`src/rtl/router_tx_pkg.sv`:
```
// Shared types and constants for the router packet transmitter.
// The state enum, header layout, default error window and LFSR taps live here.
package router_tx_pkg;

  typedef enum logic [2:0] {
    IDLE     = 3'd0,
    HEADER   = 3'd1,
    PAYLOAD  = 3'd2,
    PARITY   = 3'd3,
    WAIT_ERR = 3'd4
  } state_t;

  // Header byte as seen on data_in: length in the upper six bits, port in the lower two.
  typedef struct packed {
    logic [5:0] len;
    logic [1:0] addr;
  } hdr_t;

  localparam int          ERR_WAIT_DEF = 3;
  localparam logic [7:0]  LFSR_TAPS    = 8'hB8;

  // Fibonacci step for x^8+x^6+x^5+x^4+1: shift left, feedback from bits 7,5,4,3.
  function automatic logic [7:0] lfsr_next(input logic [7:0] s);
    return {s[6:0], ^(s & LFSR_TAPS)};
  endfunction

endpackage

```
`src/rtl/router_tx_pgen.sv`:
```
// Payload byte generator with running parity over header and payload.
// ROUTER_TX_LFSR_EN selects an LFSR sequence; otherwise bytes count up from the seed.
module router_tx_pgen
  import router_tx_pkg::*;
(
  input  logic       clock,
  input  logic       resetn,
  input  logic       load_i,
  input  logic       adv_i,
  input  logic [7:0] seed_i,
  input  logic [7:0] hdr_i,
  output logic [7:0] byte_o,
  output logic [7:0] next_o,
  output logic [7:0] par_o
);

  logic [7:0] byte_q;
  logic [7:0] par_q;
  logic [7:0] seed_fix;

`ifdef ROUTER_TX_LFSR_EN
  // An all-zero LFSR would lock up, so a zero seed starts from 0x01.
  assign seed_fix = (seed_i == 8'h00) ? 8'h01 : seed_i;
  assign next_o   = lfsr_next(byte_q);
`else
  assign seed_fix = seed_i;
  assign next_o   = byte_q + 8'd1;
`endif

  assign byte_o = byte_q;
  // Parity including the byte currently presented.
  assign par_o  = par_q ^ byte_q;

  always_ff @(posedge clock or negedge resetn) begin
    if (!resetn) begin
      byte_q <= 8'h00;
      par_q  <= 8'h00;
    end else if (load_i) begin
      byte_q <= seed_fix;
      par_q  <= hdr_i;
    end else if (adv_i) begin
      byte_q <= next_o;
      par_q  <= par_q ^ byte_q;
    end
  end

endmodule

```
`src/rtl/router_pkt_tx.sv`:
```
// Packet transmitter driving a byte-wide router port: header, payload, parity,
// then an error-sampling window. Payload style set by ROUTER_TX_LFSR_EN.
//
// state    | meaning
// IDLE     | ready for a request; data_in and pkt_valid are 0
// HEADER   | header byte on data_in, waiting for a non-busy edge
// PAYLOAD  | payload bytes on data_in, beat_q counts bytes left
// PARITY   | parity byte on data_in with pkt_valid low
// WAIT_ERR | ERR_WAIT cycles sampling the router error flag
module router_pkt_tx
  import router_tx_pkg::*;
#(
  parameter int ERR_WAIT = ERR_WAIT_DEF
) (
  input  logic        clock,
  input  logic        resetn,
  input  logic        req_valid,
  output logic        req_ready,
  input  logic [1:0]  req_addr,
  input  logic [5:0]  req_len,
  input  logic [7:0]  req_seed,
  input  logic        req_bad_par,
  input  logic        busy,
  input  logic        error,
  output logic [7:0]  data_in,
  output logic        pkt_valid,
  output logic        done,
  output logic        err_flag,
  output logic [15:0] pkt_cnt
);

  state_t      state_q;
  logic [7:0]  data_q;
  logic        valid_q;
  logic        done_q;
  logic        err_q;
  logic [15:0] cnt_q;
  logic [5:0]  beat_q;
  logic [3:0]  wait_q;
  logic        bad_q;

  hdr_t        hdr;
  logic        reject;
  logic        pg_load;
  logic        pg_adv;
  logic [7:0]  pg_byte;
  logic [7:0]  pg_next;
  logic [7:0]  pg_par;

  assign hdr       = '{len: req_len, addr: req_addr};
  assign reject    = (req_addr == 2'd3) || (req_len == 6'd0);
  assign req_ready = (state_q == IDLE);
  assign pg_load   = req_ready && req_valid && !reject;
  assign pg_adv    = (state_q == PAYLOAD) && !busy;

  router_tx_pgen u_pgen (
    .clock  (clock),
    .resetn (resetn),
    .load_i (pg_load),
    .adv_i  (pg_adv),
    .seed_i (req_seed),
    .hdr_i  (hdr),
    .byte_o (pg_byte),
    .next_o (pg_next),
    .par_o  (pg_par)
  );

  always_ff @(posedge clock or negedge resetn) begin
    if (!resetn) begin
      state_q <= IDLE;
      data_q  <= 8'h00;
      valid_q <= 1'b0;
      done_q  <= 1'b0;
      err_q   <= 1'b0;
      cnt_q   <= 16'h0000;
      beat_q  <= 6'd0;
      wait_q  <= 4'd0;
      bad_q   <= 1'b0;
    end else begin
      done_q <= 1'b0;
      unique case (state_q)
        IDLE: begin
          if (req_valid) begin
            if (reject) begin
              done_q <= 1'b1;
              err_q  <= 1'b1;
            end else begin
              data_q  <= hdr;
              valid_q <= 1'b1;
              err_q   <= 1'b0;
              bad_q   <= req_bad_par;
              beat_q  <= req_len;
              state_q <= HEADER;
            end
          end
        end
        HEADER: begin
          if (!busy) begin
            data_q  <= pg_byte;
            state_q <= PAYLOAD;
          end
        end
        PAYLOAD: begin
          if (!busy) begin
            beat_q <= beat_q - 6'd1;
            if (beat_q == 6'd1) begin
              data_q  <= pg_par ^ {8{bad_q}};
              valid_q <= 1'b0;
              state_q <= PARITY;
            end else begin
              data_q <= pg_next;
            end
          end
        end
        PARITY: begin
          if (!busy) begin
            data_q  <= 8'h00;
            wait_q  <= 4'(ERR_WAIT);
            state_q <= WAIT_ERR;
          end
        end
        WAIT_ERR: begin
          if (error) err_q <= 1'b1;
          wait_q <= wait_q - 4'd1;
          if (wait_q == 4'd1) begin
            done_q  <= 1'b1;
            cnt_q   <= cnt_q + 16'd1;
            state_q <= IDLE;
          end
        end
        default: state_q <= IDLE;
      endcase
    end
  end

  assign data_in   = data_q;
  assign pkt_valid = valid_q;
  assign done      = done_q;
  assign err_flag  = err_q;
  assign pkt_cnt   = cnt_q;

endmodule

```
`config.mk`:
```
export PLATFORM = sky130hd
export DESIGN_NAME = router_pkt_tx
export DESIGN_NICKNAME = d
export VERILOG_FILES = /design/src/rtl/router_tx_pkg.sv /design/src/rtl/router_tx_pgen.sv /design/src/rtl/router_pkt_tx.sv
export SDC_FILE = /design/constraint.sdc
export NUM_CORES = 1
export LEC_CHECK = 0
export CAP_MARGIN = 40
export CORE_ASPECT_RATIO = 1.1
export CORE_UTILIZATION = 40
export CTS_CLUSTER_SIZE = 16
export DETAILED_ROUTE_END_ITERATION = 7
export DONT_BUFFER_PORTS = 1
export GPL_TIMING_DRIVEN = 0
export MAX_ROUTING_LAYER = met4
export PLACE_DENSITY = 0.55
export SYNTH_ARGS = -nofsm -noshare
export SYNTH_HDL_FRONTEND = slang
export SYNTH_SLANG_ARGS = --single-unit
```
`constraint.sdc`:
```
create_clock -name clock -period 2 [get_ports clock]
set_input_delay 0.1 -clock clock [delete_from_list [all_inputs] [get_ports clock]]
set_output_delay 0.1 -clock clock [all_outputs]
set_load 0.005 [all_outputs]
```
**After elaboration in Yosys (flattened, before gate mapping)**

Index checks and enable logic that the tools add are counted.

- Bits in read-only memories: 0
- Bits in latches: 0
- Register bits after elaboration: 57
- Memories kept: 0
- Logic and storage cells: 91
- Input port bits: 22
- Bits in writable memories: 0

- Shift operators: 0
- Magnitude comparators: 0
- Bitwise gates (word level): 3
- $mul: 0
- Divide/modulo/power cells: 0
- Eq/ne operators: 15
- Multiplexer cells: 37
- Reduce and logical (&&, ||, !) cells: 21
- Add/subtract/negate cells: 4

Operator list:

| operator | count |
|---|---|
| 8-bit 2-to-1 mux | 10 |
| 8-bit case mux with 4 select lines | 1 |
| 3-bit 2-to-1 mux | 7 |
| 6-bit 2-to-1 mux | 3 |
| 16-bit by 1-bit adder with 16-bit output, second input constant | 1 |
| 8-bit bitwise XOR | 2 |
| 3-bit case mux with 5 select lines | 1 |
| 2-bit inequality test, second input constant | 7 |
| 6-bit case mux with 2 select lines | 1 |
| 1-bit 2-to-1 mux | 9 |
| 8-bit by 1-bit adder with 8-bit output, second input constant | 1 |
| 4-bit case mux with 2 select lines | 1 |
| 2-bit nonzero test | 4 |
| 7-bit AND reduction | 1 |
| 3-bit by 2-bit == test with 1-bit output, second input constant | 2 |
| 6-bit by 1-bit == test with 1-bit output, second input constant | 1 |
| 6-bit zero test | 1 |
| 1-bit case mux with 2 select lines | 3 |
| 3-bit AND reduction | 2 |
| 6-bit AND reduction | 1 |
| 6-bit by 1-bit subtractor with 6-bit output, second input constant | 1 |
| 5-bit AND reduction | 1 |
| 4-bit by 1-bit == test with 1-bit output, second input constant | 1 |
| 4-bit 2-to-1 mux | 1 |
| other kinds (13) | 17 |

**Depth between registers and ports, before layout**

- Word-level depth: 5
- Gate-level depth with buffers: 8
- Mapped depth without buffers: 7

**Hierarchy**

From an unflattened synthesis, not the netlist that was laid out.

- Cells, all modules: 385
- Area total of the unflattened synthesis: 3507.1 µm²

Modules (own cells, without submodules):

| module | area an instance (µm²) | sequential area each (µm²) | cells an instance | times used |
|---|---|---|---|---|
| router_pkt_tx | 2496.1 | 1026.0 | 269 | 1 |
| router_tx_pgen | 1011.0 | 400.4 | 116 | 1 |

**Worst setup path before layout**

OpenSTA, ideal clock, no wires.

- Path type: reg-to-reg
- From: register beat_q[1]
- To: register data_q[1] (netlist: data_in[1])
- Arrival time: 1980 ps
- Path slack: -104 ps
- Data required time: 1876 ps
- Buffers on the path: 1
- Cell stages (with the launch flop): 9
- Clock period less this slack: 2104 ps
- Cell sequence: dfrtp_1 inv_1 ha_1 or4b_1 buf_2 or2_2 a311o_1 a31oi_1 o31ai_1

- Cells in the longest elaborated chain, start to end: 4

Ends and longest elaborated chain:

| element | RTL line | text |
|---|---|---|
| from (decl) | router_pkt_tx.sv:38 | `logic [5:0] beat_q;` |
| from (signal assigned) | router_pkt_tx.sv:92 | `beat_q <= req_len;` |
| from (signal assigned) | router_pkt_tx.sv:105 | `beat_q <= beat_q - 6'd1;` |
| 6-bit by 1-bit == test with 1-bit output | router_pkt_tx.sv:106 | `if (beat_q == 6'd1) begin` |
| 8-bit 2-to-1 mux | router_pkt_tx.sv:106 |  |
| 8-bit 2-to-1 mux | router_pkt_tx.sv:104 | `if (!busy) begin` |
| 8-bit case mux with 4 select lines | router_pkt_tx.sv:81 | `unique case (state_q)` |
| to (signal assigned) | router_pkt_tx.sv:88 | `data_q <= hdr;` |
| to (signal assigned) | router_pkt_tx.sv:107 | `data_q <= pg_par ^ {8{bad_q}};` |
| to (signal assigned) | router_pkt_tx.sv:111 | `data_q <= pg_next;` |
| to (decl) | router_pkt_tx.sv:33 | `logic [7:0] data_q;` |

Every way passes these cells. The select of a mux whose other input is x is not followed.
A chain may end at the register's enable or synchronous reset.

**Worst setup path in the final report**

- From: register beat_q[1]
- To: register data_q[2] (netlist: data_in[2])

Same word-level chain as after synthesis.

==> results_dict.tcl <==
set metrics [dict create \
    grt_setup_unrepaired "yes" \
    yosys.area_share.simple 0.196 \
    path_class "flop to flop" \
    maxCapViolations 0 \
    power.leakage_uw 0.00182 \
    max_freq_mhz 470 \
    dieArea_um2 8620 \
    worst_pin_slew_ns 0.888 \
    vias 2963 \
    synth-xor-area-share 0.0929 \
    grt_antenna_before_repair 0 \
    muxShareOfSynthArea 0.0216 \
    hold_viol_final 0 \
    cts_sinks 57 \
    routed_wl_mm 9.89 \
    avgRoutedWirePerCell_um 19.0 \
    place_area_um2 3450 \
    htree_num_levels 3 \
    worst_skew_pair.late_latency_ns 0.34 \
    ys_ff_latch 57 \
    io_buffers 0 \
    root_buffer "clkbuf_8" \
    yosysSeqAreaShare 0.432 \
    ys_warn_count 0 \
    drcViolationCount 0 \
    worst-endpoint-arrival_ns 2.34 \
    die_y_um 97.3 \
    ys_types 54 \
    p_seq_frac 0.295 \
    path_clk_slew_ns 0.06 \
    synth_top_flop_cell "dfrtp_1" \
    comb_power_share 0.503 \
    setup_violations 9 \
    synth.avg_cell_area_um2 9.29 \
    gr-total-overflow 0 \
    synth_nets 383 \
    ys_top_cells_by_count "dfrtp_1, nand2_1, nor2_1, o21ai_0, xnor2_1" \
    syn_area_um2 3300 \
    period_share 1.06 \
    pre_cts_ws_ns -0.529 \
    io_pins 50 \
    rows 34 \
    maxSlewHeadroom 0.403 \
    synth_edf_count 0 \
    grt_pass1_wl_mm 15.5 \
    setup_ws_ns -0.127 \
    tritoncts "yes" \
    area_growth_pct 31.8 \
    initial_core_util 0.415 \
    postSynth.asyncResetShare 1.00 \
    power_frac_clock 0.202 \
    chipWidth_um 88.6 \
    synthAdderAreaFrac 0.0228 \
    yosys-top-cells-area "dfrtp_1, xnor2_1, nand2_1, nor2_1, o21ai_0" \
    swShare 0.409 \
    synth_top_area_frac 0.432 \
    synth-compound-area-share 0.183 \
    numCtsBuffers 9 \
    failed_checks "setup timing" \
    power.total_uw 6640 \
    drt_iter0_drc 205 \
    ant_nets 0 \
    grt_usage 0.245 \
    synth_top_family_by_area "simple AND/OR/NAND/NOR gates" \
    fin_crit_ns 2.13 \
    grt_max_degree 58 \
    fin_worst_skew_ns 0.00627 \
    crit_path_end_kind "flop" \
    coreArea_um2 7960 \
    fin_area_um2 4350 \
    antennaDiodeCount 0 \
    status "finished, violations left" \
    synth.largest_area_cell "dfrtp_1" \
    min_path_type "input pin to flop" \
    worstPathRequired_ns 2.22 \
    grt_pass1_vias 2901 \
    syn_inst 355 \
    detailedPlacementHpwl_mm 6.39 \
    ir_worst_vdd_uv 763 \
    switching_power_uw 2710 \
    drive_gt1_frac 0.243 \
    gp_congestion 0.878 \
    p_per_area_nw_per_um2 1530 \
    cts_buffer_depth 2 \
    avgViaCountPerCell 5.70 \
    final_core_util 0.547 \
    drv_slew 0 \
    fin_nets 435 \
    synth.most_common_cell "dfrtp_1" \
    power.internal_uw 3920 \
    path_max_fanout 7 \
    start_kind "flop" \
    dr.pass1.iters 5 \
]
-- timing repair --
action                                  CTS  global route
buffers inserted                          6            15
hold buffers                             21             0
resized for setup                        29            45
hold endpoints to repair                 86             0
endpoints found under the setup margin   48            25
pin swaps                                 4            18
cloned                                    0             1
-- final timing paths --
kind                            depth (start not counted)     endpoint  slack [ns]         from
worst min register to register                          1  pkt_cnt[15]        0.49  pkt_cnt[15]
min in group asynchronous                               2   pkt_cnt[6]        0.30       resetn
max in group asynchronous                               2   state_q[0]        1.43       resetn
worst max register to register                          8   data_in[2]       -0.13    beat_q[1]
worst min-delay path                                    2    beat_q[5]       0.005   req_len[5]
worst max-delay path                                    8   data_in[2]       -0.13    beat_q[1]
-- power by group through the flow --
stage / Sequential (uW) / Combinational [uW] / Clock, uW
5_1_grt: 2020 / 3650 / 1410
3_5_place_dp: 1950 / 2540 / 0
6_report: 1960 / 3340 / 1340
4_1_cts: 1930 / 2830 / 1360
3_3_place_gp: 1940 / 2510 / 0
2_1_floorplan: 1840 / 1980 / 0
-- metal layers --
| layer | part of all wire | vias up | track usage |
|---|---|---|---|
| met3 | 0.068 | 22 | 0.0510 |
| met1 | 0.42 | 1450 | 0.311 |
| met2 | 0.47 | 111 | 0.378 |
| li1 | - | 1380 | - |
| met5 | 0 | - | - |
| met4 | 0.037 | 0 | 0.0993 |
-- metrics by stage --
stage	hold WS, ns	cells	setup TNS, ns
floorplan	-0.196	355	-0.270
global placement	-0.194	463	-9.74
detailed placement	-0.194	463	-10.34
CTS	0.00320	505	-0.369
global route	0.0133	520	-1.35
finish	0.00486	520	-0.380
-- cell families after synthesis --
| logic type | count (synthesis) |
|---|---|
| buffers and inverters | 28 |
| XOR/XNOR | 35 |
| flip-flops | 57 |
| AO/OA/AOI/OAI | 87 |
| AND/OR/NAND/NOR | 135 |
| multiplexers | 7 |
| adder cells (fa/ha/maj) | 6 |
-- flip-flops by register name (all words and copies together) (netlist names) --
signal         count
pkt_cnt           16
u_pgen.byte_o      8
u_pgen.par_q       8
state_q            3
pkt_valid          1
bad_q              1
data_in            8
beat_q             6
err_flag           1
done               1
wait_q             4
-- worst max-delay path, cell delays in order (launching register included) --
cell and delay [ns]:
dfrtp_1 0.39, inv_2 0.08, ha_4 0.11, or4b_4 0.53
nor2_4 0.24, buf_4 0.17, o311ai_4 0.08, a221oi_2 0.33
o31ai_2 0.08
-- layout by cell type (no fill, tap or decap), drive strengths merged, types with 2 or more instances in the layout --
| cell type | count |
|---|---|
| mux2i | 6 |
| nand2b | 2 |
| nor3 | 13 |
| clkbuf | 20 |
| nor3b | 4 |
| o211ai | 8 |
| a21oi | 15 |
| or4b | 3 |
| or4 | 2 |
| xor2 | 13 |
| nand4 | 7 |
| o21ai | 26 |
| a31oi | 3 |
| a221oi | 2 |
| ha | 6 |
| or2 | 4 |
| nand3 | 11 |
| and3 | 6 |
| and2 | 3 |
| nor2 | 38 |
| a311oi | 3 |
| nand2 | 39 |
| bufinv | 3 |
| inv | 9 |
| a221o | 7 |
| o311ai | 3 |
| o31ai | 3 |
| o22ai | 2 |
| dfrtp | 57 |
| a22oi | 5 |
| xnor2 | 22 |
| dlygate4sd3 | 20 |
| buf | 31 |
-- area by class of cell --
class | count | area, um2
fillers | 735 | 3610
multi-input cells | 270 | 1930
flip-flops and latches | 57 | 1430
repair buffers | 43 | 427
plain buffers | 17 | 153
clock buffers | 11 | 141
well taps | 108 | 135
clock inverters | 5 | 103
inverters | 9 | 33.8
Note: power is estimated with default switching activity, not from simulation.
